[src/rtl/queue_fifo.sv]
// queue_fifo: parametrised single-clock FIFO with register-array storage.
// Extended pointers (one extra wrap bit) give exact full/empty/count. Writes
// and reads are protected, and misuse is latched in sticky overflow/underflow
// flags. FWFT selects a combinational (fall-through) or registered read port.
module queue_fifo #(
  parameter int WIDTH        = 14,
  parameter int DEPTH_LOG2   = 6,
  parameter int AFULL_THRESH = (1 << DEPTH_LOG2) - 4,
  parameter bit FWFT         = 1'b1
) (
  input  logic                  clk,
  input  logic                  rst_n,
  input  logic [WIDTH-1:0]      din,
  input  logic                  wr_en,
  input  logic                  rd_en,
  input  logic                  clr_err,
  output logic [WIDTH-1:0]      dout,
  output logic                  empty,
  output logic                  full,
  output logic                  almost_full,
  output logic [DEPTH_LOG2:0]   count,
  output logic                  overflow,
  output logic                  underflow
);

  localparam int AW    = DEPTH_LOG2;
  localparam int DEPTH = 1 << AW;
  localparam int CW    = AW + 1;
  localparam logic [CW-1:0] AFULL_C = CW'(AFULL_THRESH);

  // Pointers carry one extra wrap bit above the storage address.
  logic [AW:0]      wa_q, wa_d;
  logic [AW:0]      ra_q, ra_d;
  logic             ovf_q, ovf_d;
  logic             unf_q, unf_d;

  // Storage is deliberately left without reset.
  logic [WIDTH-1:0] mem_q [DEPTH];

  logic             empty_s;
  logic             full_s;
  logic [CW-1:0]    count_s;
  logic             wr_acc;
  logic             rd_acc;
  logic [AW-1:0]    waddr;
  logic [AW-1:0]    raddr;

  assign waddr = wa_q[AW-1:0];
  assign raddr = ra_q[AW-1:0];

  // Status decoded purely from registered pointers, so no request input
  // reaches empty/full/count/almost_full combinationally.
  always_comb begin
    empty_s = (wa_q == ra_q);
    full_s  = (wa_q[AW] != ra_q[AW]) && (waddr == raddr);
    count_s = wa_q - ra_q;
  end

  // Accept decisions and next-state for pointers and sticky error flags.
  always_comb begin
    rd_acc = rd_en && !empty_s;
    // A pop in the same cycle frees the slot, so a full FIFO still takes
    // a write when the read is also accepted.
    wr_acc = wr_en && (!full_s || rd_acc);

    wa_d  = wa_q;
    ra_d  = ra_q;
    ovf_d = ovf_q;
    unf_d = unf_q;

    if (wr_acc) begin
      wa_d = wa_q + 1'b1;
    end
    if (rd_acc) begin
      ra_d = ra_q + 1'b1;
    end

    // Clear first so that a coinciding new error event wins.
    if (clr_err) begin
      ovf_d = 1'b0;
      unf_d = 1'b0;
    end
    if (wr_en && !wr_acc) begin
      ovf_d = 1'b1;
    end
    if (rd_en && empty_s) begin
      unf_d = 1'b1;
    end
  end

  // Control state: pointers and sticky flags, asynchronously reset.
  always_ff @(posedge clk or negedge rst_n) begin
    if (!rst_n) begin
      wa_q  <= '0;
      ra_q  <= '0;
      ovf_q <= 1'b0;
      unf_q <= 1'b0;
    end else begin
      wa_q  <= wa_d;
      ra_q  <= ra_d;
      ovf_q <= ovf_d;
      unf_q <= unf_d;
    end
  end

  // Storage write on every accepted write; contents are don't-care after reset.
  always_ff @(posedge clk) begin
    if (wr_acc) begin
      mem_q[waddr] <= din;
    end
  end

  generate
    if (FWFT) begin : g_fwft
      // Head entry is shown directly; only ra (a register) selects it.
      always_comb begin
        dout = mem_q[raddr];
      end
    end else begin : g_regread
      logic [WIDTH-1:0] dout_q, dout_d;

      // Load the head word on a pop, hold it otherwise.
      always_comb begin
        dout_d = dout_q;
        if (rd_acc) begin
          dout_d = mem_q[raddr];
        end
      end

      // Output register, cleared by reset so dout is 0 immediately.
      always_ff @(posedge clk or negedge rst_n) begin
        if (!rst_n) begin
          dout_q <= '0;
        end else begin
          dout_q <= dout_d;
        end
      end

      assign dout = dout_q;
    end
  endgenerate

  assign empty       = empty_s;
  assign full        = full_s;
  assign count       = count_s;
  assign almost_full = (count_s >= AFULL_C);
  assign overflow    = ovf_q;
  assign underflow   = unf_q;

endmodule

[config.mk]
export PLATFORM = sky130hd
export DESIGN_NAME = queue_fifo
export DESIGN_NICKNAME = d
export VERILOG_FILES = /design/src/rtl/queue_fifo.sv
export SDC_FILE = /design/constraint.sdc
export NUM_CORES = 1
export LEC_CHECK = 0
export CORE_MARGIN = 5
export CORE_UTILIZATION = 56
export DETAILED_ROUTE_END_ITERATION = 8
export PLACE_DENSITY = 0.82
export SETUP_SLACK_MARGIN = 0.05
export SYNTH_ARGS = -nofsm -noshare
export SYNTH_HDL_FRONTEND = slang
export SYNTH_SLANG_ARGS = --single-unit
[constraint.sdc]
create_clock -name clk -period 2.9 [get_ports clk]
set_input_delay 0.58 -clock clk [delete_from_list [all_inputs] [get_ports clk]]
set_output_delay 0.58 -clock clk [all_outputs]
set_load 0.03 [all_outputs]
# [After elaboration in Yosys (flattened, before gate mapping)]
# Memory sizes are Yosys's and may differ from the RTL's.
# Index checks and enable logic that the tools add are counted.
[totals] register_bits=16 latch_bits=0 mem_bits_rw=896 rom_bits=0 in_bits=19 output_inout_bits=26 word_cells=28 mem_count=1
[classes] add_sub_neg=3 n_mul=0 div=0 order_cmp=1 n_eq_ne=3 shift=0 mux=5 n_bitwise=0 reduce_logical=11
[mem_list] name="mem_q" depth=64 width=14 read_ports=1 rd_ports_with_merged_regs=0 write_ports=1 line_no="38" text="logic [WIDTH-1:0] mem_q [DEPTH];"
[op_table] op="$add A7 B1 Y7 const B" n=2
[op_table] op="$eq A7 B7 Y1" n=1
[op_table] op="$ge A7 B6 Y1 const B" n=1
[op_table] op="$sub A7 B7 Y7" n=1
[op_table] op="$eq A6 B6 Y1" n=1
[op_table] op="$logic_and A1 B1 Y1" n=5
[op_table] op="$mux W1" n=5
[op_table] op="$reduce_bool A2 Y1" n=2
[op_table] op="$logic_not A1 Y1" n=3
[op_table] op="$logic_or A1 B1 Y1" n=1
[op_table] op="$ne A1 B1 Y1" n=1

# [Logic depth before layout (Yosys ltp)]
[depth] depth_word=8 mapped_depth=9

# [Worst setup path after synthesis]
# No wires, ideal clock.
[synth_timing] kind="register to output" from="reg ra_q[1]" to="out almost_full" arrival_ps=3472 setup_slack_ps=-1152 path_stages_with_launch=10 n_path_buf=2 cell_sequence="dfrtp_1 > buf_4 > inv_2 > buf_2 > ha_1 > nor2b_1 > o21a_1 > o21a_1 > o311ai_0 > a41o_1"
[synth_between] elab_chain_cells=2
[synth_lines] element="start: declaration" line_no="33" text="logic [AW:0] ra_q, ra_d;"
[synth_lines] element="start signal: assignment" line_no="100" text="ra_q <= ra_d;"
[synth_lines] element="$sub A7 B7 Y7" line_no="56" text="count_s = wa_q - ra_q;"
[synth_lines] element="named net count[5]" line_no="21" text="output logic [DEPTH_LOG2:0] count,"
[synth_lines] element="$ge A7 B6 Y1" line_no="146" text="assign almost_full = (count_s >= AFULL_C);"
[synth_lines] element="end: declaration" line_no="20" text="output logic almost_full,"
# The timed path passes the listed nets, and every way through them passes these cells.

# [Final worst setup path]
[layout_timing] from="reg ra_q[0]" to="out dout[11]"
[layout_between] elab_chain_cells=1
[layout_lines] element="$mem_v2 Z64 W14"
[layout_lines] element="end: declaration" line_no="17" text="output logic [WIDTH-1:0] dout,"
# No other way between the ends.

==> flow_summary.json <==
{
  "wl_met2_um": 55500,
  "fmax_ghz": 0.234,
  "ys_warn_count": 0,
  "viasPerCell": 7.24,
  "finalSetupTns_ps": -179490,
  "h-tree-depth": 3,
  "crit_top_cell": "buf_12",
  "antenna-diode-count": 0,
  "clkTransAtPathRegs_ps": 60,
  "end_kind": "primary output",
  "io_buffer_count": 44,
  "ir_drop_mv": 1.10,
  "firstDrtPassIters": 9,
  "ios": 45,
  "cts-root-buf": "clkbuf_16",
  "p_per_area_nw_per_um2": 1060,
  "ys_types": 47,
  "setup_viol_count_final": 917,
  "r2r_setup_slack_ps": -320,
  "ys_seq_area_share_pct": 76.6,
  "area_growth_pct": 27.4,
  "hold_path_class": "input port to flop",
  "initial_core_util_pct": 56.5,
  "final_cells": 3051,
  "wl_per_cell_um": 39.1,
  "grt_usage_pct": 28.8,
  "slew_headroom_pct": 15.2,
  "crit_path_start_kind": "flop",
  "p_int_mw": 30.9,
  "via_count": 22100,
  "grt_start_max_net_pins": 65,
  "synthFlopType": "edfxtp_1",
  "finalClockSkew_ps": 35.3,
  "worst_pin_slew_ps": 1270,
  "grt_pass1_wl_um": 146000,
  "fin_crit_ps": 4270,
  "cts_tree": "yes",
  "drc": 0,
  "rows": 92,
  "wl_met1_um": 36400,
  "drt_iter0_drc": 4420,
  "gp_congestion": 0.879,
  "status": "complete, but fails checks",
  "core_area_um2": 63100,
  "gr-total-overflow": 0,
  "setup_slack_ps": -1370,
  "max-clock-path-buffers": 3,
  "seq_power_share_pct": 31.8,
  "required_ps": 2320,
  "cp.arrival_ps": 3690,
  "cp_cell_sequence": "buf_12 > buf_16 > buf_12 > buf_4 > mux2i_1 > a22oi_1 > a311oi_2 > o32ai_4 > buf_12",
  "routed_wl_um": 119000,
  "critPathSlowestCell": "a22oi_1",
  "cts_hold_buf": 0,
  "finalMaxSlewViolations": 0,
  "cap_violations": 0,
  "cts_sinks": 912,
  "violations": "negative setup slack",
  "fin_area_um2": 45400,
  "syn_area_per_cell_um2": 20.3,
  "fp.dieW_um": 262,
  "place_inst": 2817,
  "nNetsFinal": 2167,
  "post-route-period-util_pct": 147,
  "die_y_um": 262,
  "highest_layer": "met4",
  "drive_gt1_share_pct": 40.2,
  "p_comb_share_pct": 44.1,
  "grt_setup_unrepaired": "yes",
  "cpPeakStageDelay_ps": 640,
  "die_area_um2": 68800,
  "synth_edf_count": 896,
  "insertion_delay_ps": 660,
  "p_switching_mw": 17.2,
  "crit_family": "compound AO/OA/AOI/OAI gates",
  "detail-route-antenna-nets": 0,
  "dr_wl_met3_um": 18000,
  "n_fill_cell": 3247,
  "grt_pass1_vias": 20900,
  "worst-setup-path-type": "flop to primary output",
  "clkPwrFrac_pct": 24.1,
  "p_leak_nw": 15.1,
  "antenna_found_initial": 0,
  "syn_nets": 1781,
  "hpwlAfterDp_um": 55000,
  "swShare_pct": 35.8,
  "numCtsBuffers": 89,
  "hold_viol_final": 0,
  "ys_ff_latch": 912,
  "syn_area_um2": 35700,
  "place_area_um2": 39500,
  "crit_buf_inv": 5,
  "path_max_fanout": 8,
  "async_flop_share_pct": 1.75,
  "synthCells": 1753,
  "pre_cts_slack_ps": -378
}
==> layout by cell type, fill, tap and decap left out, drive strengths merged, types with 7 or more instances in the layout <==
cell	instances
a211oi	14
clkbuf	154
a221oi	14
mux2i	124
inv	13
nand2	104
mux4	169
a311oi	14
xnor2	13
a22oi	69
clkinv	24
ha	8
a21oi	32
a32o	15
bufinv	7
edfxtp	896
and3	15
dfrtp	16
o32ai	14
buf	350
nor2	88
==> synthesized netlist by cell type (all sizes together), types with 15 or more instances <==
cell type    n  area [µm²]
edfxtp     896       26900
mux4       169        3810
mux2i      124        1240
nand2      104         390
nor2        88         340
a22oi       69         518
buf         66         524
a21oi       32         160
clkbuf      30         113
dfrtp       16         400
a32o        15         150
and3        15        93.8
==> final timing paths <==
| check | startpoint | to | cells after the start |
|---|---|---|---|
| max in group asynchronous | rst_n | ra_q[1]$_DFFE_PN0P_ | 1 |
| hold reg to reg | underflow$_DFFE_PN0P_ | underflow$_DFFE_PN0P_ | 1 |
| min in group asynchronous | rst_n | overflow$_DFFE_PN0P_ | 1 |
| setup reg to reg | ra_q[3]$_DFFE_PN0P_ | mem_q[62][8]$_DFFE_PP_ | 15 |
| setup / recovery | ra_q[0]$_DFFE_PN0P_ | dout[11] | 9 |
| hold / removal | din[13] | mem_q[28][13]$_DFFE_PP_ | 1 |
==> cells by family (layout without fill, tap and decap cells) <==
logic type,Yosys count,in the layout,share of synthesized area [%]
compound gates,185,185,3.92
xor+xnor,16,16,0.393
fa+ha+maj,9,9,0.337
buf+inv,108,560,1.91
flops,912,912,76.6
mux,293,293,14.2
simple gates,230,230,2.71
==> registers in the layout, summed over array words and instances (netlist names) <==
signal / cells
overflow: 1
wa_q: 7
ra_q: 7
mem_q: 896
underflow: 1
==> routing by layer <==
metal | global-route usage (%) | vias to the layer above
met5 | 0 | -
met4 | 14.8 | 0
met3 | 7.56 | 613
met2 | 45.6 | 2472
met1 | 37.6 | 11000
li1 | - | 8031
==> cell type report <==
class                   instances  area, µm²  share of cell area [%]
clock inverters                37        358                   0.788
inverters                      12       51.3                   0.113
well taps                     846       1060                    2.33
repair buffers                391       5170                    11.4
clock buffers                 120       2440                    5.37
multi-input cells             733       9040                    19.9
flip-flops and latches        912      27300                    60.1
==> worst reg2reg max path: cells and delay by family, from the launching register on <==
family	cells	cell delay [ps]
compound gates	1	220
flops	1	410
buf+inv	9	1610
fa+ha+maj	1	290
simple gates	4	430
==> through the flow <==
step / power, mW / hold slack [ps] / utilization (%)
CTS: 45.1 / 148 / 68.8
global placement: 31.3 / 480 / 62.6
global route: 48.9 / 150 / 72.0
finish: 48.1 / 173 / 72.0
detailed placement: 31.6 / 505 / 62.6
floorplan: 24.4 / 284 / -
==> power by group through the flow <==
stage               registers, mW  clock network (mW)  logic (mW)
floorplan                    15.4                   0        8.96
global placement             15.4                   0        15.8
detailed placement           15.5                   0        16.2
CTS                          15.2                11.3        18.6
global route                 15.3                12.2        21.5
finish                       15.3                11.6        21.2
==> repair_timing <==
action,4_1_cts,5_1_grt
pin swaps,39,73
setup buffers,17,20
endpoints found under the hold margin,0,0
resized for setup,187,266
gates cloned,6,43
setup endpoints to repair,365,909
(Power assumes the default switching activity.)
